===== config.mk =====
export PLATFORM = sky130hd
export DESIGN_NAME = fetch_ctrl
export DESIGN_NICKNAME = d
export VERILOG_FILES = /design/src/rtl/fetch_ctrl_pkg.sv /design/src/rtl/fetch_ctrl.sv
export SDC_FILE = /design/constraint.sdc
export NUM_CORES = 1
export LEC_CHECK = 0
export BUFFER_PORTS_ARGS = -buffer_cell sky130_fd_sc_hd__buf_4
export CAP_MARGIN = 20
export CORE_AREA = 3 3 166 104
export CTS_CLUSTER_SIZE = 12
export DETAILED_ROUTE_END_ITERATION = 7
export DIE_AREA = 0 0 169 107
export PLACE_DENSITY = 0.77
export SYNTH_ARGS = -nofsm -noshare
export SYNTH_HDL_FRONTEND = slang
export SYNTH_SLANG_ARGS = --single-unit

===== constraint.sdc =====
create_clock -name clk -period 9.6 [get_ports clk]
set_clock_uncertainty 0.2 [all_clocks]
set_input_delay 0.48 -clock clk [delete_from_list [all_inputs] [get_ports clk]]
set_output_delay 0.48 -clock clk [all_outputs]
set_load 0.02 [all_outputs]

===== src/rtl/fetch_ctrl_pkg.sv =====
// Shared widths, lock tag constants and FSM encoding for the fetch controller.
package fetch_ctrl_pkg;

    localparam int INST_ADDR_WIDTH = 32;
    localparam int REG_LOCK_WIDTH  = 4;
    localparam logic [REG_LOCK_WIDTH-1:0] REG_NO_LOCK = 4'd0;

    typedef enum logic [2:0] {
        ST_IDLE   = 3'd0,
        ST_REQ    = 3'd1,
        ST_RESP   = 3'd2,
        ST_DELIV  = 3'd3,
        ST_LOCKED = 3'd4,
        ST_DRAIN  = 3'd5
    } fetch_state_e;

    function automatic logic [INST_ADDR_WIDTH-1:0] pc_add(
        input logic [INST_ADDR_WIDTH-1:0] base,
        input logic [INST_ADDR_WIDTH-1:0] delta
    );
        return base + delta;
    endfunction

endpackage


===== src/rtl/fetch_ctrl.sv =====
// Instruction fetch controller: one outstanding icache request, decoder hand-off,
// CDB-resolved next-pc locking and ROB redirect. FETCH_CTRL_PERF_EN adds perf counters.
module fetch_ctrl
    import fetch_ctrl_pkg::*;
(
    input  logic                       clk,
    input  logic                       rst_n,
    output logic                       ic_req,
    output logic [INST_ADDR_WIDTH-1:0] ic_addr,
    input  logic                       ic_ready,
    input  logic                       ic_valid,
    input  logic [31:0]                ic_data,
    output logic                       dec_valid,
    output logic [31:0]                dec_inst,
    output logic [INST_ADDR_WIDTH-1:0] dec_pc,
    input  logic                       dec_ready,
    input  logic [REG_LOCK_WIDTH-1:0]  dec_lock,
    input  logic [INST_ADDR_WIDTH-1:0] dec_offset,
    input  logic [REG_LOCK_WIDTH-1:0]  cdb_index,
    input  logic [INST_ADDR_WIDTH-1:0] cdb_result,
    input  logic                       rob_modify,
    input  logic [INST_ADDR_WIDTH-1:0] rob_npc,
    input  logic                       stall,
`ifdef FETCH_CTRL_PERF_EN
    output logic                       pc_locked,
    output logic [31:0]                perf_fetch_cnt,
    output logic [31:0]                perf_lock_cnt
`else
    output logic                       pc_locked
`endif
);

    fetch_state_e                 state_r;
    fetch_state_e                 state_next_s;
    logic [INST_ADDR_WIDTH-1:0]   pc_r;
    logic [INST_ADDR_WIDTH-1:0]   pc_next_s;
    logic [REG_LOCK_WIDTH-1:0]    lock_r;
    logic [REG_LOCK_WIDTH-1:0]    lock_next_s;
    logic                         capture_s;
    logic                         ic_req_r;
    logic                         dec_valid_r;
    logic                         pc_locked_r;
    logic [31:0]                  dec_inst_r;
    logic [INST_ADDR_WIDTH-1:0]   dec_pc_r;

    assign ic_req    = ic_req_r;
    assign ic_addr   = pc_r;
    assign dec_valid = dec_valid_r;
    assign dec_inst  = dec_inst_r;
    assign dec_pc    = dec_pc_r;
    assign pc_locked = pc_locked_r;

    // Next-state, next-pc and lock tag; a ROB redirect outranks every other event outside IDLE.
    always_comb begin
        state_next_s = state_r;
        pc_next_s    = pc_r;
        lock_next_s  = lock_r;
        capture_s    = 1'b0;
        case (state_r)
            ST_IDLE: begin
                state_next_s = ST_REQ;
            end
            ST_REQ: begin
                if (rob_modify) begin
                    pc_next_s    = rob_npc;
                    lock_next_s  = REG_NO_LOCK;
                    state_next_s = ic_ready ? ST_DRAIN : ST_REQ;
                end else if (ic_ready) begin
                    state_next_s = ST_RESP;
                end else begin
                    state_next_s = ST_REQ;
                end
            end
            ST_RESP: begin
                if (rob_modify) begin
                    pc_next_s    = rob_npc;
                    lock_next_s  = REG_NO_LOCK;
                    state_next_s = ic_valid ? ST_REQ : ST_DRAIN;
                end else if (ic_valid) begin
                    capture_s    = 1'b1;
                    state_next_s = ST_DELIV;
                end else begin
                    state_next_s = ST_RESP;
                end
            end
            ST_DELIV: begin
                if (rob_modify) begin
                    pc_next_s    = rob_npc;
                    lock_next_s  = REG_NO_LOCK;
                    state_next_s = ST_REQ;
                end else if (dec_ready && !stall) begin
                    if (dec_lock == REG_NO_LOCK) begin
                        pc_next_s    = pc_add(pc_r, dec_offset);
                        state_next_s = ST_REQ;
                    end else begin
                        lock_next_s  = dec_lock;
                        state_next_s = ST_LOCKED;
                    end
                end else begin
                    state_next_s = ST_DELIV;
                end
            end
            ST_LOCKED: begin
                if (rob_modify) begin
                    pc_next_s    = rob_npc;
                    lock_next_s  = REG_NO_LOCK;
                    state_next_s = ST_REQ;
                end else if (cdb_index == lock_r) begin
                    pc_next_s    = pc_add(pc_r, cdb_result);
                    lock_next_s  = REG_NO_LOCK;
                    state_next_s = ST_REQ;
                end else begin
                    state_next_s = ST_LOCKED;
                end
            end
            ST_DRAIN: begin
                // The stale response still has to come back before a new request may go out.
                if (rob_modify) begin
                    pc_next_s   = rob_npc;
                    lock_next_s = REG_NO_LOCK;
                end else begin
                    pc_next_s   = pc_r;
                end
                state_next_s = ic_valid ? ST_REQ : ST_DRAIN;
            end
            default: begin
                state_next_s = ST_IDLE;
                pc_next_s    = {INST_ADDR_WIDTH{1'b0}};
                lock_next_s  = REG_NO_LOCK;
            end
        endcase
    end

    // State, pc, lock tag and registered output decode.
    always_ff @(posedge clk or negedge rst_n) begin
        if (!rst_n) begin
            state_r     <= ST_IDLE;
            pc_r        <= {INST_ADDR_WIDTH{1'b0}};
            lock_r      <= REG_NO_LOCK;
            ic_req_r    <= 1'b0;
            dec_valid_r <= 1'b0;
            pc_locked_r <= 1'b0;
            dec_inst_r  <= 32'd0;
            dec_pc_r    <= {INST_ADDR_WIDTH{1'b0}};
        end else begin
            state_r     <= state_next_s;
            pc_r        <= pc_next_s;
            lock_r      <= lock_next_s;
            ic_req_r    <= (state_next_s == ST_REQ);
            dec_valid_r <= (state_next_s == ST_DELIV);
            pc_locked_r <= (state_next_s == ST_LOCKED);
            if (capture_s) begin
                dec_inst_r <= ic_data;
                dec_pc_r   <= pc_r;
            end
        end
    end

`ifdef FETCH_CTRL_PERF_EN
    logic [31:0] perf_fetch_r;
    logic [31:0] perf_lock_r;

    assign perf_fetch_cnt = perf_fetch_r;
    assign perf_lock_cnt  = perf_lock_r;

    // Free-running wrap-around counters of consumed instructions and locked cycles.
    always_ff @(posedge clk or negedge rst_n) begin
        if (!rst_n) begin
            perf_fetch_r <= 32'd0;
            perf_lock_r  <= 32'd0;
        end else begin
            if ((state_r == ST_DELIV) && dec_ready && !stall && !rob_modify) begin
                perf_fetch_r <= perf_fetch_r + 32'd1;
            end
            if (state_r == ST_LOCKED) begin
                perf_lock_r <= perf_lock_r + 32'd1;
            end
        end
    end
`endif

endmodule


==> impl_results.md, run 1 <==
- Status: finished, final reports clean
- Total length of routed wires: 26.3 mm
- Simple-gate share of the synthesized area: 13.0%
- Final nets: 1283
- Clk pin slew, worst setup/hold paths: 80 ps
- Post-CTS Setup Bufs: 0
- Max-cap violations: 0
- Inserted Diodes: 0
- Compound-Gate Fraction of Synth Area: 24.6%
- H-tree depth: 3
- Total track usage: 28.1%
- Switching share of power: 47.3%
- Number of routed nets with antenna violations: 0
- Clk Latency, worst-skew pair: 360 ps
- Post-synthesis adder-cell area fraction: 10.4%
- Fin util: 63.9%
- Crit share post-route: 42.8%
- Slew @ Worst Pin: 942 ps
- Die ar.: 0.0181 sq mm
- Period minus WS final: 4110 ps
- Critical path class: reg -> reg
- Dpl ws: 5540 ps
- Peak supply drop: 0.186 mV
- Top cells by area, synth: dfrtp_1 34%, ha_1 9.9%, mux2_2 9.2%
- Main flop type after synthesis: dfrtp_1
- GR Overflow Total: 0
- Internal cell power: 1660 uW
- Fin worst setup slack: 5490 ps
- Total number of vias: 7829
- M1 WL: 12.0 mm
- CTS sink cnt: 106
- Yosys reg bits: 106
- Post-synth ARST share: 100%
- Final hold slack: 150 ps
- PwrDens: 310 mW/mm^2
- CORE AREA: 0.0159 sq mm
- Post-synth EDFFs: 0
- Root Buffer: clkbuf_16
- Logic gate share of total power: 61.8%
- CP arrival: 4130 ps
- FP Rows: 36
- Leak: 0.00505 uW
- Cts bufs inserted: 9
- Top cell type's share of synthesized area: 33.8%
- Die Ht: 107 um
- Synth Cell Area: 0.00785 sq mm
- Synth Area in XOR/XNOR: 6.25%
- Most common cell after layout, fill and taps aside: buf_4
- TritonCTS clock tree: built
- Sequential element share of the synthesized area: 33.8%
- Met2 routed WL: 10.6 mm
- Layout Area Growth over Synthesis: 29.4%
- Largest family of logic cells by synthesized area: compound AO/OA/AOI/OAI gates
- Syn_nets: 1058
- DRC Markers: 0
- Unrepaired setup endpoints after global routing: no
- Worst EP required: 9620 ps
- Number of hold violations in the final report: 0
- Die Wd: 169 um
- Switching power of the nets: 1490 uW
- Worst Setup End Kind: flop
- Largest net degree at the start of global routing: 65
- Vias in the first global route: 7285
- First-pass iteration count of the detailed router: 5
- Synth warnings: 0
- First-pass GRT wire length: 40.0 mm
- Worst slew margin: 36.6%
- Initial antenna violation count: 0
- I/O pin count: 242
- Worst min-delay path class: in -> reg
- Share of cells above drive strength 1: 31.7%
- Post-DP HPWL: 20.3 mm
- Initial Util: 49.4%
- Mux cell area share after synthesis: 9.30%
- Crit path max fanout: 34
- Post-layout power: 3150 uW
- Total negative slack: 0 ps
- Vias per std cell: 6.07
- Sequential Power Share: 25.5%
- Most frequent cells in the layout: 248 x buf_4, 106 x dfrtp_1, 86 x a21oi_1
- Netlist cell types: 73
- FILL cells: 1393
- Wirelength per Cell: 20.4 um
- Highest metal used: met4
- PortBufs: 241
- Clk buf depth: 2
- Syn Inst Count: 851
- Routability cong.: 0.946
- Drt initial violations: 843
- Slew Limit Fails: 0
- Clock Power Share: 12.7%
- Maximum clock rate: 243 MHz
- Final setup vio count: 0
- Routed length on met3: 3.40 mm
- Area leader, netlist: dfrtp_1
- Syn_area_per_cell: 9.23 sq um
- CP Launch Type: flop
[kinds of logic after synthesis]
group,Yosys count
AND/OR/NAND/NOR,210
multiplexers,65
XOR/XNOR,56
AO/OA/AOI/OAI,296
flip-flops,106
adder cells (fa/ha/maj),64
buffers and inverters,54
[metrics by stage]
stage               std cells  cell area [sq um]
floorplan                 851               7850
global placement         1272               9830
detailed placement       1272               9830
CTS                      1289              10200
global route             1290              10200
finish                   1290              10200
[worst paths after layout]
| path | startpoint | endpoint | slack [ps] | cells past startpoint |
|---|---|---|---|---|
| max | state_r[2]$_DFF_PN0_ | ic_addr[22]$_DFFE_PN0P_ | 5490 | 11 |
| min | ic_data[31] | dec_inst[31]$_DFFE_PN0P_ | 150 | 2 |
| max reg2reg | state_r[2]$_DFF_PN0_ | ic_addr[22]$_DFFE_PN0P_ | 5490 | 11 |
| min reg2reg | dec_pc[27]$_DFFE_PN0P_ | dec_pc[27]$_DFFE_PN0P_ | 310 | 1 |
| max in group asynchronous | rst_n | dec_inst[2]$_DFFE_PN0P_ | 7470 | 3 |
| min in group asynchronous | rst_n | dec_inst[13]$_DFFE_PN0P_ | 510 | 2 |
[sequential cells by signal, summed over array words and instances, names as in the netlist]
| name | flops |
|---|---|
| lock_r | 4 |
| dec_inst | 32 |
| dec_valid | 1 |
| ic_req | 1 |
| ic_addr | 32 |
| state_r | 3 |
| dec_pc | 32 |
| pc_locked | 1 |
[layout make-up]
type                       count  area (sq um)  share of cell area [%]
inverter                      19          71.3                   0.702
multi-input combinational    691          4990                    49.2
timing repair buffer         249          1870                    18.4
clock inverter                 6          70.1                   0.690
clock buffer                  10           239                    2.35
tap                          209           262                    2.57
sequential                   106          2650                    26.1
[timing repair]
action / in CTS / in global routing
hold endpoints to repair: 46 / 0
hold buffers: 1 / 0
resized for setup: 0 / 0
[synthesized netlist by cell type, types with 16 or more instances]
library cell / instances
a21o_1: 24
a21oi_1: 86
clkbuf_1: 30
dfrtp_1: 106
ha_1: 62
inv_1: 19
mux2_2: 64
nand2_1: 68
nand3_1: 16
nor2_1: 43
nor3_1: 16
o21ai_0: 79
xnor2_1: 33
xor2_1: 23
[power by group through the flow]
stage	combinational [uW]	clock, uW	sequential, uW
6_report	1950	399	806
4_1_cts	1910	406	801
3_3_place_gp	1880	0	801
5_1_grt	2100	421	829
2_1_floorplan	1080	0	950
3_5_place_dp	1900	0	808
[metal layers]
metal	vias up	GRT usage, %
li1	3650	-
met1	3706	42.9
met2	453	39.2
met3	20	9.29
met4	0	4.34
met5	-	0
[critical path, stage by stage, from the launching register on]
cell and delay, ps:
dfrtp_1 600, nand2b_1 140, nor2_1 720, nand2_1 430
o221ai_1 360, a21o_1 130, buf_4 380, a211oi_2 80
buf_4 230, and2_0 300, a222oi_1 270, o21ai_0 130
No activity file was read; power rests on OpenSTA's default activity.
==> run 2: changes to the inputs <==
Settings changed: ABC_AREA set to 1, CORE_AREA 3 3 166 104 to 3 3 181 113, DIE_AREA 0 0 169 107 to 0 0 184 116, PLACE_DENSITY 0.77 to 0.75.
Clock period 9.6 ns to 4.2 ns, I/O delays scaled along.
==> impl_results.md, run 2 <==
- Status: finished, violations left
- Violated checks: negative hold slack
- CORE AREA: 0.0188 sq mm
- Period minus WS final: 3420 ps
- Sequential element share of the synthesized area: 28.3%
- Critical path class: reg -> reg
- Syn_area_per_cell: 6.43 sq um
- Vias in the first global route: 9667
- Synth warnings: 0
- FILL cells: 1739
- CTS-repair resized insts: 0
- Max-cap violations: 0
- Share of cells above drive strength 1: 19.2%
- Layout Area Growth over Synthesis: 32.1%
- Worst min-delay path class: in -> reg
- Clk pin slew, worst setup/hold paths: 80 ps
- CP arrival: 3510 ps
- Post-layout power: 8120 uW
- Worst slew margin: 34.6%
- Peak supply drop: 0.280 mV
- Number of routed nets with antenna violations: 0
- PortBufs: 241
- CP Launch Type: flop
- First-pass iteration count of the detailed router: 5
- Initial antenna violation count: 0
- Worst Hold Depth: 5
- HP Start: rob_npc[12]
- Top cell type's share of synthesized area: 28.3%
- First-pass GRT wire length: 55.0 mm
- Die ar.: 0.0213 sq mm
- Drt initial violations: 1377
- Area leader, netlist: dfrtp_1
- Total track usage: 34.1%
- Final setup vio count: 0
- Unrepaired setup endpoints after global routing: no
- Hold Path End: ic_addr[12]$_DFFE_PN0P_
- Synth Cell Area: 0.00937 sq mm
- Dpl ws: 869 ps
- Post-synth EDFFs: 0
- Total length of routed wires: 36.8 mm
- Initial Util: 49.8%
- Cells on worst reg2reg path: 12
- Wirelength per Cell: 18.3 um
- Worst Setup End Kind: flop
- Most frequent cells in the layout: 557 x nand2_1, 245 x buf_4, 223 x inv_1
- Total negative slack: 0 ps
- GR Overflow Total: 0
- Leak: 0.00717 uW
- Synth top cells by count: 558 x nand2_1, 223 x inv_1, 106 x dfrtp_1, 106 x nor2_1, 92 x nand3_1
- CP Launch Point: state_r[0]$_DFF_PN0_
- Post-CTS Setup Bufs: 0
- Maximum clock rate: 293 MHz
- Clk Latency, worst-skew pair: 370 ps
- Slew Limit Fails: 0
- Slew @ Worst Pin: 981 ps
- Root Buffer: clkbuf_16
- Routability cong.: 0.987
- I/O pin count: 242
- Yosys reg bits: 106
- Largest net degree at the start of global routing: 84
- Fin area: 0.0124 sq mm
- Post-DP HPWL: 29.3 mm
- Final nets: 1961
- CTS sink cnt: 106
- Syn_nets: 1664
- Clk buf depth: 2
- Netlist cell types: 48
- TritonCTS clock tree: built
- Final hold slack: -2.64 ps
- Worst EP required: 4290 ps
- Fin worst setup slack: 781 ps
- Most common cell after layout, fill and taps aside: nand2_1
- Syn Inst Count: 1457
- Post-DP Area: 0.0114 sq mm
- H-tree depth: 3
- R2R setup slack: 780 ps
- Cts bufs inserted: 9
- Main flop type after synthesis: dfrtp_1
- PwrDens: 656 mW/mm^2
- Inserted Diodes: 0
- R2R Path End: ic_addr[6]$_DFFE_PN0P_
- Total number of vias: 10.8k
- Most instantiated library cell after synthesis: nand2_1
- RR Startpoint: state_r[0]$_DFF_PN0_
- Post-synth ARST share: 100%
- FP Rows: 39
- Die Ht: 116 um
- Top cells by area, synth: dfrtp_1 28%, nand2_1 22%, inv_1 8.9%
- Crit share post-route: 81.4%
- DRC Markers: 0
- Die Wd: 184 um
- Vias per std cell: 5.38
- Number of hold violations in the final report: 1
- Crit path max fanout: 30
==> run 2: repair_timing <==
action / 4_1_cts / 5_1_grt
hold buffers: 63 / 0
endpoints found under the hold margin: 144 / 0
endpoints found under the setup margin: 0 / 0
==> run 2: cells by family after synthesis <==
family	share of synthesized area [%]
adders and majority gates	8.70
muxes	6.37
xor gates and xnor gates	0.747
and+or+nand+nor	36.8
DFF	28.3
buffers and inverters	10.5
AOI/OAI and AO/OA	8.58
==> run 2: worst max-delay path, cell delays in order (launching register included) <==
cell and delay, ps:
dfrtp_1 440, inv_1 120, nand3_1 170, nand2_1 290, inv_1 220, nor2_1 70
nor3_2 210, nand3_2 520, inv_2 630, o21ai_4 180, inv_4 120, nand3_1 90
o21ai_1 90
==> run 2: routing by layer <==
metal / track usage (%) / vias up / part of all wire, %
met5: 0 / - / 0
met4: 5.94 / 0 / 1.1
met3: 8.91 / 28 / 14
met2: 45.9 / 565 / 39
met1: 54.2 / 4978 / 47
li1: - / 5211 / -
==> run 2: where the power goes <==
group          switching (uW)  leakage, uW  internal, uW
combinational            3270      0.00564          1920
sequential                567      0.00138          1440
clock                     432     0.000153           490
total                    4270      0.00717          3850
==> run 2: worst max-delay path by stage <==
| stage | to | slack, ps | cells past startpoint |
|---|---|---|---|
| global route | ic_addr[6]$_DFFE_PN0P_ | 430 | 12 |
| CTS | ic_addr[10]$_DFFE_PN0P_ | 840 | 12 |
| finish | ic_addr[6]$_DFFE_PN0P_ | 780 | 12 |
| floorplan | ic_addr[16]$_DFFE_PN0P_ | 1810 | 13 |
| global placement | ic_addr[11]$_DFFE_PN0P_ | 960 | 12 |
| detailed placement | ic_addr[10]$_DFFE_PN0P_ | 870 | 12 |
==> run 2: cell type report <==
cell class	instances	area, sq um	share of cell area [%]
Tap cell	246	308	2.49
Clock inverter	5	67.6	0.546
Multi-Input combinational cell	1098	5750	46.4
Sequential cell	106	2650	21.4
Clock buffer	11	243	1.96
Timing Repair Buffer	309	2500	20.2
Inverter	230	868	7.01
==> run 2: through the flow <==
step / util, % / std cells
2_1_floorplan: - / 1457
3_3_place_gp: 60.6 / 1925
3_5_place_dp: 60.6 / 1925
4_1_cts: 65.6 / 2004
5_1_grt: 65.7 / 2005
6_report: 65.7 / 2005
